==> config.mk <==
export PLATFORM = sky130hd
export DESIGN_NAME = id_ex_skid_reg_flat
export DESIGN_NICKNAME = d
export VERILOG_FILES = /design/src/rtl/id_ex_skid_reg_if.sv /design/src/rtl/id_ex_skid_reg.sv /design/src/flat_wrapper.sv
export SDC_FILE = /design/constraint.sdc
export NUM_CORES = 1
export LEC_CHECK = 0
export ABC_AREA = 1
export CORE_MARGIN = 2
export CORE_UTILIZATION = 45
export CTS_CLUSTER_DIAMETER = 80
export CTS_CLUSTER_SIZE = 24
export DETAILED_ROUTE_END_ITERATION = 6
export PLACE_DENSITY = 0.71
export SKIP_CTS_REPAIR_TIMING = 1
export SLEW_MARGIN = 20
export SYNTH_ARGS = -nofsm -noshare
export SYNTH_HDL_FRONTEND = slang
export SYNTH_SLANG_ARGS = --single-unit
==> constraint.sdc <==
create_clock -name clk -period 4.45 [get_ports clk]
set_input_delay 0.89 -clock clk [delete_from_list [all_inputs] [get_ports clk]]
set_output_delay 0.89 -clock clk [all_outputs]
set_load 0.01 [all_outputs]
==> src/rtl/id_ex_skid_reg_if.sv <==
`default_nettype none
// ============================================================================
// Module   : id_ex_skid_reg_if
// Purpose  : Handshake and field bundle between the decoder/register file
//            and the execute stage, passing through the ID/EX stage.
// Modports : slave  - the ID/EX stage (consumes in_*/*_i and out_ready,
//                     produces in_ready, out_valid and registered fields)
//            master - the surrounding environment (opposite directions)
// Revision : 1.0 - initial release
// ============================================================================
interface id_ex_skid_reg_if #(
  parameter int XLEN     = 32,
  parameter int RA_W     = 5,
  parameter int ALU_OP_W = 4
);
  // decode side
  logic                in_valid;
  logic                in_ready;
  logic [XLEN-1:0]     pc_i;
  logic [XLEN-1:0]     rs1_i;
  logic [XLEN-1:0]     rs2_i;
  logic [XLEN-1:0]     imm_i;
  logic [RA_W-1:0]     rd_i;
  logic [2:0]          funct3_i;
  logic [ALU_OP_W-1:0] alu_op_i;
  logic                alu_src_i;
  logic                pc_op_i;
  logic                mem_read_i;
  logic                mem_write_i;
  logic                mem_to_reg_i;
  logic                is_branch_i;
  // execute side
  logic                out_valid;
  logic                out_ready;
  logic [XLEN-1:0]     pc;
  logic [XLEN-1:0]     op_a;
  logic [XLEN-1:0]     op_b;
  logic [XLEN-1:0]     store_data;
  logic [XLEN-1:0]     imm;
  logic [RA_W-1:0]     rd;
  logic [2:0]          funct3;
  logic [ALU_OP_W-1:0] alu_op;
  logic                mem_read;
  logic                mem_write;
  logic                mem_to_reg;
  logic                is_branch;

  modport slave (
    input  in_valid, pc_i, rs1_i, rs2_i, imm_i, rd_i, funct3_i, alu_op_i,
           alu_src_i, pc_op_i, mem_read_i, mem_write_i, mem_to_reg_i,
           is_branch_i, out_ready,
    output in_ready, out_valid, pc, op_a, op_b, store_data, imm, rd, funct3,
           alu_op, mem_read, mem_write, mem_to_reg, is_branch
  );

  modport master (
    output in_valid, pc_i, rs1_i, rs2_i, imm_i, rd_i, funct3_i, alu_op_i,
           alu_src_i, pc_op_i, mem_read_i, mem_write_i, mem_to_reg_i,
           is_branch_i, out_ready,
    input  in_ready, out_valid, pc, op_a, op_b, store_data, imm, rd, funct3,
           alu_op, mem_read, mem_write, mem_to_reg, is_branch
  );
endinterface
`default_nettype wire

==> src/rtl/id_ex_skid_reg.sv <==
`default_nettype none
// ============================================================================
// Module   : id_ex_skid_reg
// Purpose  : ID/EX pipeline stage with valid/ready handshake and a 2-entry
//            (main + skid) buffer. ALU operands are selected at capture time.
// Ports    : clk        - clock, rising edge
//            rst_n      - asynchronous active-low reset
//            flush      - synchronous kill of all held entries
//            bus        - id_ex_skid_reg_if.slave (decode in, execute out)
//            stall_cnt  - cycles with out_valid && !out_ready   (optional)
//            bubble_cnt - cycles with !out_valid && !flush      (optional)
// Options  : ID_EX_PERF_EN - adds the saturating stall/bubble counters
// Revision : 1.0 - initial release
// ============================================================================
module id_ex_skid_reg #(
  parameter int XLEN     = 32,
  parameter int RA_W     = 5,
  parameter int ALU_OP_W = 4,
  parameter int CNT_W    = 32
) (
  input  wire logic             clk,
  input  wire logic             rst_n,
  input  wire logic             flush,
`ifdef ID_EX_PERF_EN
  output logic [CNT_W-1:0]      stall_cnt,
  output logic [CNT_W-1:0]      bubble_cnt,
`endif
  id_ex_skid_reg_if.slave       bus
);

  typedef struct packed {
    logic [XLEN-1:0]     pc;
    logic [XLEN-1:0]     op_a;
    logic [XLEN-1:0]     op_b;
    logic [XLEN-1:0]     sd;
    logic [XLEN-1:0]     imm;
    logic [RA_W-1:0]     rd;
    logic [2:0]          f3;
    logic [ALU_OP_W-1:0] aop;
    logic                mr;
    logic                mw;
    logic                m2r;
    logic                br;
  } entry_t;

  if (CNT_W < 1) begin : g_cnt_w_check
    $error("CNT_W must be at least 1");
  end

  entry_t r_main;
  entry_t r_skid;
  logic   r_main_valid;
  logic   r_skid_valid;
  entry_t w_in;
  logic   w_accept;
  logic   w_drain;

  // Operands are resolved here so execute sees ready-to-use values.
  always_comb begin
    w_in      = '0;
    w_in.pc   = bus.pc_i;
    w_in.op_a = bus.pc_op_i   ? bus.pc_i  : bus.rs1_i;
    w_in.op_b = bus.alu_src_i ? bus.imm_i : bus.rs2_i;
    w_in.sd   = bus.rs2_i;
    w_in.imm  = bus.imm_i;
    w_in.rd   = bus.rd_i;
    w_in.f3   = bus.funct3_i;
    w_in.aop  = bus.alu_op_i;
    w_in.mr   = bus.mem_read_i;
    w_in.mw   = bus.mem_write_i;
    w_in.m2r  = bus.mem_to_reg_i;
    w_in.br   = bus.is_branch_i;
  end

  // in_ready depends only on skid occupancy, so no combinational path
  // exists from out_ready back to the decoder.
  assign w_accept = bus.in_valid && !r_skid_valid;
  assign w_drain  = r_main_valid && bus.out_ready;

  always_ff @(posedge clk or negedge rst_n) begin
    if (!rst_n) begin
      r_main       <= '0;
      r_skid       <= '0;
      r_main_valid <= 1'b0;
      r_skid_valid <= 1'b0;
    end else if (flush) begin
      // Only occupancy is killed; data keeps its last value.
      r_main_valid <= 1'b0;
      r_skid_valid <= 1'b0;
    end else if (!r_main_valid || w_drain) begin
      // Skid is always older than the input, so it refills main first.
      // While skid is valid no accept can happen (in_ready is low).
      if (r_skid_valid) begin
        r_main       <= r_skid;
        r_main_valid <= 1'b1;
        r_skid_valid <= 1'b0;
      end else if (w_accept) begin
        r_main       <= w_in;
        r_main_valid <= 1'b1;
      end else begin
        r_main_valid <= 1'b0;
      end
    end else if (w_accept) begin
      // Main is held by back-pressure; park the new entry in skid.
      r_skid       <= w_in;
      r_skid_valid <= 1'b1;
    end
  end

  assign bus.in_ready   = !r_skid_valid;
  assign bus.out_valid  = r_main_valid;
  assign bus.pc         = r_main.pc;
  assign bus.op_a       = r_main.op_a;
  assign bus.op_b       = r_main.op_b;
  assign bus.store_data = r_main.sd;
  assign bus.imm        = r_main.imm;
  assign bus.rd         = r_main.rd;
  assign bus.funct3     = r_main.f3;
  assign bus.alu_op     = r_main.aop;
  // Side-effect controls are qualified so a bubble can never act.
  assign bus.mem_read   = r_main.mr  && r_main_valid;
  assign bus.mem_write  = r_main.mw  && r_main_valid;
  assign bus.mem_to_reg = r_main.m2r && r_main_valid;
  assign bus.is_branch  = r_main.br  && r_main_valid;

`ifdef ID_EX_PERF_EN
  logic [CNT_W-1:0] r_stall_cnt;
  logic [CNT_W-1:0] r_bubble_cnt;

  always_ff @(posedge clk or negedge rst_n) begin
    if (!rst_n) begin
      r_stall_cnt  <= '0;
      r_bubble_cnt <= '0;
    end else begin
      if (r_main_valid && !bus.out_ready && (r_stall_cnt != '1)) begin
        r_stall_cnt <= r_stall_cnt + 1'b1;
      end
      if (!r_main_valid && !flush && (r_bubble_cnt != '1)) begin
        r_bubble_cnt <= r_bubble_cnt + 1'b1;
      end
    end
  end

  assign stall_cnt  = r_stall_cnt;
  assign bubble_cnt = r_bubble_cnt;
`endif

endmodule
`default_nettype wire

==> src/flat_wrapper.sv <==
// flat-port wrapper written by rule: the top's interface ports become plain ports
module id_ex_skid_reg_flat 
#(
  parameter int XLEN     = 32,
  parameter int RA_W     = 5,
  parameter int ALU_OP_W = 4,
  parameter int CNT_W    = 32
)
  (clk, rst_n, flush, bus_in_valid, bus_pc_i, bus_rs1_i, bus_rs2_i, bus_imm_i, bus_rd_i, bus_funct3_i, bus_alu_op_i, bus_alu_src_i, bus_pc_op_i, bus_mem_read_i, bus_mem_write_i, bus_mem_to_reg_i, bus_is_branch_i, bus_out_ready, bus_in_ready, bus_out_valid, bus_pc, bus_op_a, bus_op_b, bus_store_data, bus_imm, bus_rd, bus_funct3, bus_alu_op, bus_mem_read, bus_mem_write, bus_mem_to_reg, bus_is_branch);
  id_ex_skid_reg_if #(.XLEN(XLEN), .RA_W(RA_W), .ALU_OP_W(ALU_OP_W)) bus_i ();
  input  wire logic clk;
  input  wire logic rst_n;
  input  wire logic flush;
  input wire logic [$bits(bus_i.in_valid)-1:0] bus_in_valid;
  input wire logic [$bits(bus_i.pc_i)-1:0] bus_pc_i;
  input wire logic [$bits(bus_i.rs1_i)-1:0] bus_rs1_i;
  input wire logic [$bits(bus_i.rs2_i)-1:0] bus_rs2_i;
  input wire logic [$bits(bus_i.imm_i)-1:0] bus_imm_i;
  input wire logic [$bits(bus_i.rd_i)-1:0] bus_rd_i;
  input wire logic [$bits(bus_i.funct3_i)-1:0] bus_funct3_i;
  input wire logic [$bits(bus_i.alu_op_i)-1:0] bus_alu_op_i;
  input wire logic [$bits(bus_i.alu_src_i)-1:0] bus_alu_src_i;
  input wire logic [$bits(bus_i.pc_op_i)-1:0] bus_pc_op_i;
  input wire logic [$bits(bus_i.mem_read_i)-1:0] bus_mem_read_i;
  input wire logic [$bits(bus_i.mem_write_i)-1:0] bus_mem_write_i;
  input wire logic [$bits(bus_i.mem_to_reg_i)-1:0] bus_mem_to_reg_i;
  input wire logic [$bits(bus_i.is_branch_i)-1:0] bus_is_branch_i;
  input wire logic [$bits(bus_i.out_ready)-1:0] bus_out_ready;
  output wire logic [$bits(bus_i.in_ready)-1:0] bus_in_ready;
  output wire logic [$bits(bus_i.out_valid)-1:0] bus_out_valid;
  output wire logic [$bits(bus_i.pc)-1:0] bus_pc;
  output wire logic [$bits(bus_i.op_a)-1:0] bus_op_a;
  output wire logic [$bits(bus_i.op_b)-1:0] bus_op_b;
  output wire logic [$bits(bus_i.store_data)-1:0] bus_store_data;
  output wire logic [$bits(bus_i.imm)-1:0] bus_imm;
  output wire logic [$bits(bus_i.rd)-1:0] bus_rd;
  output wire logic [$bits(bus_i.funct3)-1:0] bus_funct3;
  output wire logic [$bits(bus_i.alu_op)-1:0] bus_alu_op;
  output wire logic [$bits(bus_i.mem_read)-1:0] bus_mem_read;
  output wire logic [$bits(bus_i.mem_write)-1:0] bus_mem_write;
  output wire logic [$bits(bus_i.mem_to_reg)-1:0] bus_mem_to_reg;
  output wire logic [$bits(bus_i.is_branch)-1:0] bus_is_branch;
  assign bus_i.in_valid = bus_in_valid;
  assign bus_i.pc_i = bus_pc_i;
  assign bus_i.rs1_i = bus_rs1_i;
  assign bus_i.rs2_i = bus_rs2_i;
  assign bus_i.imm_i = bus_imm_i;
  assign bus_i.rd_i = bus_rd_i;
  assign bus_i.funct3_i = bus_funct3_i;
  assign bus_i.alu_op_i = bus_alu_op_i;
  assign bus_i.alu_src_i = bus_alu_src_i;
  assign bus_i.pc_op_i = bus_pc_op_i;
  assign bus_i.mem_read_i = bus_mem_read_i;
  assign bus_i.mem_write_i = bus_mem_write_i;
  assign bus_i.mem_to_reg_i = bus_mem_to_reg_i;
  assign bus_i.is_branch_i = bus_is_branch_i;
  assign bus_i.out_ready = bus_out_ready;
  assign bus_in_ready = bus_i.in_ready;
  assign bus_out_valid = bus_i.out_valid;
  assign bus_pc = bus_i.pc;
  assign bus_op_a = bus_i.op_a;
  assign bus_op_b = bus_i.op_b;
  assign bus_store_data = bus_i.store_data;
  assign bus_imm = bus_i.imm;
  assign bus_rd = bus_i.rd;
  assign bus_funct3 = bus_i.funct3;
  assign bus_alu_op = bus_i.alu_op;
  assign bus_mem_read = bus_i.mem_read;
  assign bus_mem_write = bus_i.mem_write;
  assign bus_mem_to_reg = bus_i.mem_to_reg;
  assign bus_is_branch = bus_i.is_branch;
  id_ex_skid_reg #(.XLEN(XLEN), .RA_W(RA_W), .ALU_OP_W(ALU_OP_W), .CNT_W(CNT_W)) u_core (.clk(clk), .rst_n(rst_n), .flush(flush), .bus(bus_i));
endmodule
# --- Word level (Yosys, flattened, before mapping) ---
# Index checks and enable logic that the tools add are counted.
op_classes:
  mux: 11
  n_bitwise: 2
  reduce_logical: 14
ops:
  columns: ["operator", "n"]
  rows:
  - ["176-bit two-way mux", 2]
  - ["32-bit two-way mux", 2]
  - ["1-bit two-way mux", 7]
  - ["1-bit logical AND", 6]
  - ["3-bit AND reduction", 2]
  - ["2-bit nonzero test", 2]
  - ["3-bit nonzero test", 1]
  - ["1-bit logical NOT", 2]
  - ["1-bit inverter", 2]
  - ["1-bit logical OR", 1]
totals:
  register_bits: 354
  out_inout_bits: 178
  word_cells: 53

# --- Depth between registers and ports, before layout ---
logic_depth:
  word_depth: 6
  ltp_mapped: 9

# --- Least setup slack after synthesis ---
# OpenSTA, ideal clock, no wires.
synth_path:
  path_kind: "register to output"
  from: "register u_core.r_skid_valid"
  to: "output port bus_in_ready"
  arrival_time_ps: 1025
  required_time_ps: 3560
  setup_slack_ps: 2535
  path_stages_with_launch: 5
  path_cell_list: "dfrtp_1 buf_4 buf_6 inv_1 clkbuf_1"
synth_via:
  elab_chain_len: 1
synth_rtl:
  columns: ["item", "line_no", "rtl"]
  rows:
  - ["start, declared", "id_ex_skid_reg.sv:53", "logic r_skid_valid;"]
  - ["start signal, assigned", "id_ex_skid_reg.sv:85", "r_skid_valid <= 1'b0;"]
  - ["start signal, assigned", "id_ex_skid_reg.sv:89", "r_skid_valid <= 1'b0;"]
  - ["start signal, assigned", "id_ex_skid_reg.sv:96", "r_skid_valid <= 1'b0;"]
  - ["1-bit logical NOT", "id_ex_skid_reg.sv:110", "assign bus.in_ready = !r_skid_valid;"]
  - ["end, declared", "flat_wrapper.sv:29", "output wire logic [$bits(bus_i.in_ready)-1:0] bus_in_ready;"]
# No other way between the ends.

# --- Worst setup path in the final report ---
# Ends and elaborated chain as after synthesis.

==> flow_summary.yaml <==
timing:
  tns_ns: 0
  fin_worst_skew_ns: 0.0235
  slew_headroom: 0.310
  finalMaxSlewViolations: 0
  period_share: 0.668
  max_freq_mhz: 336
  period_minus_slack_ns: 2.97
  hold_violations: 0
  finalSetupViolCount: 0
  max_slew.worst_pin.slew_ns: 1.04
  rsz0062_at_grt: "false"
layout:
  finalNetCount: 2528
  num-fill-cells: 3669
  final_util: 0.527
  synthToLayoutAreaGrowth_pct: 16.0
  multiInputGateArea_um2: 6130
  seqCellArea_um2: 8860
  layout_common_cells: "nand2_1 (1,140), dfrtp_1 (353), clkdlybuf4s50_1 (326)"
  drive_gt1_frac: 0.0218
  layout_commonest_cell: "nand2_1"
pwr:
  p_per_area_nw_per_um2: 395
  p_leak_nw: 10.4
  irDropWorstVdd_uv: 201
placed_design:
  place_congestion: 0.839
  io_buffers: 328
  detailed_place_hpwl_mm: 28.6
route:
  antenna_left: 0
  dr.first_iter.drc_count: 1124
  drc: 0
  routed_wl_mm: 44.1
  via_per_inst: 4.94
  first_pass_iters: 5
  num_vias: 14324
  wl_per_cell_um: 15.2
floorplan:
  rows: 72
  dieArea_um2: 40400
  io_pins: 329
  die_h_um: 201
  core_area_um2: 38500
  die_w_um: 201
  initial_utilization: 0.454
worst_setup_path:
  crit_buf_inv: 2
  slowest_stage: "dfrtp_4"
  crit_chain: "inv_2 > clkdlybuf4s50_1"
  reg2regPathDepth: 4
  cp_top_family: "flip-flops"
  cp.arrival_ns: 2.08
  worst-setup-path-type: "flop to output port"
  r2r_end: "u_core.r_skid[136]"
  ff2ff_setup_slack_ns: 1.88
  reg2reg_from: "u_core.r_skid_valid"
  endpoint_kind: "output port"
  cp-start-kind: "flop"
  cp.required_ns: 3.56
  cp_max_fo: 68
  max_stage_delay_ns: 0.93
global_routing:
  grt_pass1_wl_mm: 72.9
  overflow: 0
  antenna_found_initial: 1
  grt_max_degree: 129
  grt_pass1_vias: 13964
  track_usage: 0.218
clock_network:
  clock_sinks: 354
  cts_tree: "built"
  cts_buffer_depth: 3
  cts_root_buf: "clkbuf_16"
  clk_latency_ns: 0.53
  htree_levels: 1
  clk_pin_slew_ns: 0.10
  numCtsBuffers: 19
synthesis:
  synth.largest_area_cell: "dfrtp_1"
  synth_nets: 2461
  avgSynthCellArea_um2: 7.56
  synth_top_area_frac: 0.507
  ys_warn_count: 0
  syn_inst: 2310
  ys_ff_latch: 354
  ys_seq_area_frac: 0.507
  synth.area.top_cells: "dfrtp_1 (51%), nand2_1 (25%), buf_4 (8.2%)"
  synth_cell_types: 15
  syn_area_um2: 17500
job:
  maxCapViolations: 0
min_path:
  hp-class: "input port to async pin"
run_status:
  status: "finished, final reports clean"
kinds of logic after synthesis:
family          synth area share
flops                      0.507
buf+inv                    0.143
compound gates            0.0838
simple gates               0.266
metal layers:
| layer | routed length (µm) | vias to the layer above | part of all wire | global-route usage |
|---|---|---|---|---|
| li1 | - | 7003 | - | - |
| met1 | 20300 | 6784 | 0.46 | 0.312 |
| met2 | 20000 | 478 | 0.45 | 0.349 |
| met3 | 3030 | 59 | 0.069 | 0.0380 |
| met4 | 830 | 0 | 0.019 | 0.0481 |
| met5 | 0 | - | 0 | 0 |
layout make-up:
| cell class | instances | area share |
|---|---|---|
| Antenna cell | 1 | 0.000124 |
| Clock buffer | 21 | 0.0243 |
| Clock inverter | 3 | 0.00167 |
| Inverter | 154 | 0.0285 |
| Multi-Input combinational cell | 1501 | 0.302 |
| Sequential cell | 354 | 0.437 |
| Tap cell | 518 | 0.0320 |
| Timing Repair Buffer | 347 | 0.173 |
state kept, by name, indices dropped and copies added (netlist names):
name	count
u_core.r_skid	176
u_core.bus.pc	32
u_core.bus.op_b	32
u_core.bus.funct3	3
u_core.bus.out_valid	1
u_core.bus.store_data	32
u_core.r_skid_valid	1
u_core.bus.op_a	32
u_core.bus.alu_op	4
u_core.r_main	4
u_core.bus.imm	32
u_core.bus.rd	5
stage by stage:
step | setup slack (ns) | power (mW) | hold slack (ns) | std cells | area, µm²
detailed placement | 1.45 | 6.17 | 0.458 | 2874 | 19700
global placement | 1.48 | 6.09 | 0.455 | 2874 | 19700
global route | 1.39 | 8.48 | 0.396 | 2898 | 20300
finish | 1.48 | 8.00 | 0.353 | 2899 | 20300
CTS | 1.48 | 8.07 | 0.380 | 2898 | 20300
floorplan | 2.53 | 5.48 | 0.442 | 2310 | 17500
worst max-delay path by stage:
| stage | startpoint | end | cells after the start |
|---|---|---|---|
| after floorplan | u_core.r_skid_valid | bus_in_ready | 4 |
| after global placement | flush | u_core.bus.pc[7] | 7 |
| after detailed placement | bus_in_valid | u_core.r_skid[131] | 7 |
| after CTS | u_core.r_skid_valid | bus_in_ready | 2 |
| after global routing | u_core.r_skid_valid | bus_in_ready | 2 |
| final | u_core.r_skid_valid | bus_in_ready | 2 |
cell usage after synthesis (all sizes together):
| library cell | number |
|---|---|
| o211ai | 1 |
| nor2 | 4 |
| o21ai | 290 |
| nand2 | 1142 |
| clkbuf | 54 |
| dfrtp | 354 |
| buf | 247 |
| inv | 154 |
| nand3 | 64 |
power by group:
part,total (mW),switching (mW),internal (mW)
clock network,1.89,1.08,0.811
registers,4.27,0.399,3.87
logic,1.84,0.921,0.914
total,8.00,2.40,5.59
Note: power is estimated with default switching activity, not from simulation.
